<file path="src/rtl/alu_unit.sv">
// ============================================================================
// Module   : alu_unit
// Purpose  : Multi-cycle ALU (add/sub/shift-add mult/lshift) with zero flag.
//            Optional ovf flag output enabled by macro ALU_OVF_FLAG_EN.
// Revision : 1.0 - initial release
// ============================================================================
`default_nettype none

module alu_unit #(
    parameter int WIDTH = 16
) (
    input  logic             clk,
    input  logic             rst,
    input  logic             start,
    input  logic [2:0]       alu_op,
    input  logic [WIDTH-1:0] ac_in,
    input  logic [WIDTH-1:0] r_in,
    output logic [WIDTH-1:0] result,
    output logic             z,
`ifdef ALU_OVF_FLAG_EN
    output logic             ovf,
`endif
    output logic             busy,
    output logic             done
);

    localparam int CW = (WIDTH > 1) ? $clog2(WIDTH) : 1;
    localparam logic [CW-1:0] c_LAST    = CW'(WIDTH - 1);
    localparam logic [2:0]    c_OP_ADD  = 3'd1;
    localparam logic [2:0]    c_OP_SUB  = 3'd2;
    localparam logic [2:0]    c_OP_MUL  = 3'd3;
    localparam logic [2:0]    c_OP_LSH  = 3'd4;

    typedef enum logic [1:0] {
        S_IDLE = 2'd0,
        S_EXEC = 2'd1,
        S_MUL  = 2'd2,
        S_DONE = 2'd3
    } state_t;

    state_t             r_state;
    logic [2:0]         r_op;
    logic [2*WIDTH-1:0] r_a;
    logic [WIDTH-1:0]   r_b;
    logic [2*WIDTH-1:0] r_acc;
    logic [CW-1:0]      r_cnt;
    logic [WIDTH-1:0]   r_result;
    logic               r_z;
    logic               r_busy;
    logic               r_done;
`ifdef ALU_OVF_FLAG_EN
    logic               r_ovf;
    logic               w_ovf;
`endif
    logic               w_upd;
    logic [WIDTH-1:0]   w_res;

    // Final result of the captured op; a multiply finishes here from r_acc.
    always_comb begin
        w_upd = 1'b0;
        w_res = r_result;
`ifdef ALU_OVF_FLAG_EN
        w_ovf = r_ovf;
`endif
        case (r_op)
            c_OP_ADD: begin
                w_upd = 1'b1;
`ifdef ALU_OVF_FLAG_EN
                {w_ovf, w_res} = {1'b0, r_a[WIDTH-1:0]} + {1'b0, r_b};
`else
                w_res = r_a[WIDTH-1:0] + r_b;
`endif
            end
            c_OP_SUB: begin
                w_upd = 1'b1;
`ifdef ALU_OVF_FLAG_EN
                {w_ovf, w_res} = {1'b0, r_a[WIDTH-1:0]} - {1'b0, r_b};
`else
                w_res = r_a[WIDTH-1:0] - r_b;
`endif
            end
            c_OP_MUL: begin
                w_upd = 1'b1;
                w_res = r_acc[WIDTH-1:0];
`ifdef ALU_OVF_FLAG_EN
                w_ovf = |r_acc[2*WIDTH-1:WIDTH];
`endif
            end
            c_OP_LSH: begin
                w_upd = 1'b1;
                w_res = {r_a[WIDTH-2:0], 1'b0};
`ifdef ALU_OVF_FLAG_EN
                w_ovf = r_a[WIDTH-1];
`endif
            end
            default: begin
                w_upd = 1'b0;
            end
        endcase
    end

    always_ff @(posedge clk) begin
        if (rst) begin
            r_state  <= S_IDLE;
            r_op     <= 3'd0;
            r_a      <= '0;
            r_b      <= '0;
            r_acc    <= '0;
            r_cnt    <= '0;
            r_result <= '0;
            r_z      <= 1'b1;
            r_busy   <= 1'b0;
            r_done   <= 1'b0;
`ifdef ALU_OVF_FLAG_EN
            r_ovf    <= 1'b0;
`endif
        end else begin
            case (r_state)
                S_IDLE: begin
                    r_done <= 1'b0;
                    if (start) begin
                        r_op    <= alu_op;
                        r_a     <= {{WIDTH{1'b0}}, ac_in};
                        r_b     <= r_in;
                        r_acc   <= '0;
                        r_cnt   <= '0;
                        r_busy  <= 1'b1;
                        r_state <= (alu_op == c_OP_MUL) ? S_MUL : S_EXEC;
                    end
                end
                S_MUL: begin
                    // One multiplier bit per cycle, multiplicand shifted up.
                    if (r_b[0]) begin
                        r_acc <= r_acc + r_a;
                    end
                    r_a <= r_a << 1;
                    r_b <= r_b >> 1;
                    if (r_cnt == c_LAST) begin
                        r_cnt   <= '0;
                        r_state <= S_EXEC;
                    end else begin
                        r_cnt <= r_cnt + 1'b1;
                    end
                end
                S_EXEC: begin
                    if (w_upd) begin
                        r_result <= w_res;
                        r_z      <= (w_res == '0);
`ifdef ALU_OVF_FLAG_EN
                        r_ovf    <= w_ovf;
`endif
                    end
                    r_done  <= 1'b1;
                    r_state <= S_DONE;
                end
                S_DONE: begin
                    r_done  <= 1'b0;
                    r_busy  <= 1'b0;
                    r_state <= S_IDLE;
                end
                default: begin
                    r_done  <= 1'b0;
                    r_busy  <= 1'b0;
                    r_state <= S_IDLE;
                end
            endcase
        end
    end

    assign result = r_result;
    assign z      = r_z;
    assign busy   = r_busy;
    assign done   = r_done;
`ifdef ALU_OVF_FLAG_EN
    assign ovf    = r_ovf;
`endif

endmodule

`default_nettype wire

</file>
<file path="config.mk">
export PLATFORM = sky130hd
export DESIGN_NAME = alu_unit
export DESIGN_NICKNAME = d
export VERILOG_FILES = /design/src/rtl/alu_unit.sv
export SDC_FILE = /design/constraint.sdc
export NUM_CORES = 1
export LEC_CHECK = 0
export CAP_MARGIN = 20
export CORE_MARGIN = 3
export CORE_UTILIZATION = 30
export CTS_CLUSTER_SIZE = 40
export DETAILED_ROUTE_END_ITERATION = 7
export PLACE_DENSITY = 0.47
export SKIP_LAST_GASP = 1
export SLEW_MARGIN = 10
export SYNTH_ARGS = -nofsm -noshare
export SYNTH_HDL_FRONTEND = slang
export SYNTH_SLANG_ARGS = --single-unit
</file>
<file path="constraint.sdc">
create_clock -name clk -period 4.5 [get_ports clk]
set_input_delay 0.9 -clock clk [delete_from_list [all_inputs] [get_ports clk]]
set_output_delay 0.9 -clock clk [all_outputs]
set_load 0.005 [all_outputs]
</file>
==> out/results.tsv <==
stage	metric	value	unit
status	status	finished, final reports clean	
synth	post-synth top area cell	dfxtp_1	
synth	Syn Inst Count	693	
floorplanning	area of the core	18200	µm²
timing	Worst Tran Pin Value	0.794	ns
cells_and_area	layout cells sized above 1	7.10	%
route	drt via density	5.59	
timing	Setup Skew	0.00932	ns
critical_path	CP Class	reg2reg	
floorplanning	Die ar.	20400	µm²
global_route	initial antenna violation count	0	
global_route	GRT Residual Overflow	0	
route	initial DRC count	349	
timing	final worst-path cycle share	90.6	%
floorplanning	Initial Util	30.9	%
synth	syn_nets	770	
route	Remaining DRCs	0	
critical_path	CP max FO	10	
timing	Setup TNS	0	ns
floorplanning	io pins	57	
synth	count leader, synth	nor2_1	
power	P_sw	1240	µW
critical_path	Critical Path Source Type	flip-flop	
cts	clk root buf	clkbuf_16	
synth	EDFF count, synth	0	
synth	Main synth FF type	dfxtp_1	
cts	CTS buffer count	9	
synth	Distinct cells, synth	79	
synth	Synth area leaders	dfxtp_1 27%, ha_1 8.2%, mux2i_1 5.9%	
hold_path	Worst Hold Class	reg2reg	
cts	Setup Buffers After CTS	0	
global_route	number of global-route vias before repair	5004	
cts	CTS max path bufs	2	
route	vias	5370	
placed_design	DP HPWL	13.3	mm
global_route	largest net degree at the start of global routing	62	
synth	synthesized cell area	5630	µm²
power	Leakage	0.00249	µW
power	sequential power share	29.3	%
cts	cts repair resizes	0	
cts	CTS tree	yes	
power	maximum VDD drop	0.198	mV
timing	crit path time final	4.08	ns
cts	Worst-path clk slew	0.06	ns
power	clock power share	24.2	%
cts	CTS sink count	76	
route	DRT Pass-1 Iters	6	
power	internal cell power	1770	µW
synth	Avg Cell Area, Syn	8.12	µm²
placed_design	gp weighted congestion	0.931	
cts	H-Tree Depth	3	
run	max cap viols	0	
placed_design	port buffer count	56	
route	Antenna Violating Nets Remaining	0	
synth	share of flip-flops with an asynchronous set or reset	0	%
timing	relative slew slack	46.6	%
synth	Commonest cells post-synth	81 x nor2_1, 76 x dfxtp_1, 49 x a21oi_1, 38 x a211oi_1, 37 x ha_1	
power	combinational fraction of design power	46.5	%
critical_path	required time of the worst setup path	4.69	ns
synth	part of the Yosys area used for sequential elements	27.0	%
cts	worst-skew pair later-pin latency	0.35	ns
synth	yosys warns	0	
critical_path	R2R cell count	13	
global_route	first-pass GRT wire length	27.1	mm
cells_and_area	Final nets	805	
floorplanning	width of the die	143	µm
critical_path	WP data arrival	4.27	ns
cts	hold_buf cts	0	
route	WL/cell	18.1	µm
hold_path	Hold Crit Depth	2	
route	final WL	17.4	mm
power	Sw Ratio	41.3	%
floorplanning	Die H	143	µm
timing	final hold vios	0	
critical_path	crit path capture type	flip-flop	
placed_design	DP Area	6390	µm²
synth	#FFs+latches synth	76	
cells_and_area	ant diodes	0	
cells_and_area	Syn-to-layout area delta	18.6	%
timing	fmax	245	MHz
synth	top-area cell type share of the netlist area	27.0	%
timing	final setup fails	0	
floorplanning	std cell rows	49	
global_route	Total GRT Usage	17.0	%
cells_and_area	Layout fillers	1880	
power	pwr dens	451	nW/µm²
timing	RSZ-0062 raised after global routing	false	
cells_and_area	Design Area, Final	6680	µm²
timing	Pins Over Slew Limit	0	
-- state kept, by name, indices dropped and copies added (netlist names) --
register,flops
result,16
busy,1
r_state,2
r_a,16
done,1
r_op,3
r_b,16
r_cnt,4
r_acc,16
z,1
-- through the flow --
stage / util [%] / std cells / hold WS, ns / setup WS [ns] / total power, µW
after floorplan: - / 693 / 0.445 / 0.677 / 1870
after global placement: 35.1 / 946 / 0.459 / 0.534 / 2260
after global routing: 36.7 / 961 / 0.496 / 0.0126 / 3220
final: 36.7 / 961 / 0.476 / 0.423 / 3010
after detailed placement: 35.1 / 946 / 0.473 / 0.434 / 2280
after CTS: 36.7 / 961 / 0.484 / 0.422 / 3030
-- power groups by stage --
stage	Sequential (µW)	Combinational [µW]	Clock, µW
after global routing	896	1540	782
after global placement	896	1360	0
after floorplan	842	1020	0
final	883	1400	729
after CTS	884	1390	759
after detailed placement	899	1380	0
-- critical path, cell delays in order (launching register included) --
cell	delay, ns
dfxtp_1	0.38
or4_4	0.58
nor3_2	0.19
nor4b_4	0.31
nor2_1	0.10
xnor2_1	0.16
ha_1	0.47
nand3_1	0.11
a211o_1	0.29
a2111oi_2	0.53
o31ai_1	0.18
xnor2_1	0.17
a221oi_2	0.32
a211oi_1	0.13
-- cells by family after synthesis --
family                     after synthesis  share of synthesized area (%)
adders and majority gates               39                           8.94
and+or+nand+nor                        222                           20.5
muxes                                   33                           5.87
buffers and inverters                   72                           5.16
AOI/OAI and AO/OA                      217                           27.1
xor gates and xnor gates                34                           5.42
DFF                                     76                           27.0
-- placed cells by master, fill, tap and decap left out, types with 5 or more instances in the layout --
cell type	n
o31ai_1	7
a31oi_1	8
or4_1	6
or2_2	5
a22oi_1	13
nor4_1	5
nand2b_1	9
clkdlybuf4s50_1	55
inv_1	29
nand2_1	31
buf_4	11
nor3_1	9
mux2i_1	33
a211oi_1	38
ha_1	36
nand4_1	10
xor2_1	13
nor2b_1	5
nand3_1	19
o21a_1	6
or3_1	9
and3_1	9
a21oi_1	49
dfxtp_1	76
o21ai_0	25
nor2_1	81
a21o_1	9
a311oi_1	5
clkbuf_16	9
xnor2_1	20
-- cell type report --
type / instances / area, µm² / share of cell area (%)
multi-input combinational: 545 / 3830 / 57.4
timing repair buffer: 67 / 638 / 9.55
sequential: 76 / 1520 / 22.8
clock inverter: 4 / 50.0 / 0.749
tap: 229 / 287 / 4.29
clock buffer: 11 / 243 / 3.63
inverter: 29 / 109 / 1.63
-- metal layers --
metal	part of all wire, %	up-vias	global-route usage, %
met5	0	-	0
met4	1.8	0	5.90
met3	4.9	23	3.52
met2	44	139	26.2
met1	49	2532	23.6
li1	-	2676	-
-- worst paths after layout --
path                            startpoint    endpoint  slack (ns)
worst max-delay path                r_b[2]  result[15]        0.42
worst min-delay path                     z           z        0.48
worst max register to register      r_b[2]  result[15]        0.42
worst min register to register           z           z        0.48
No activity file was read; power rests on OpenSTA's default activity.
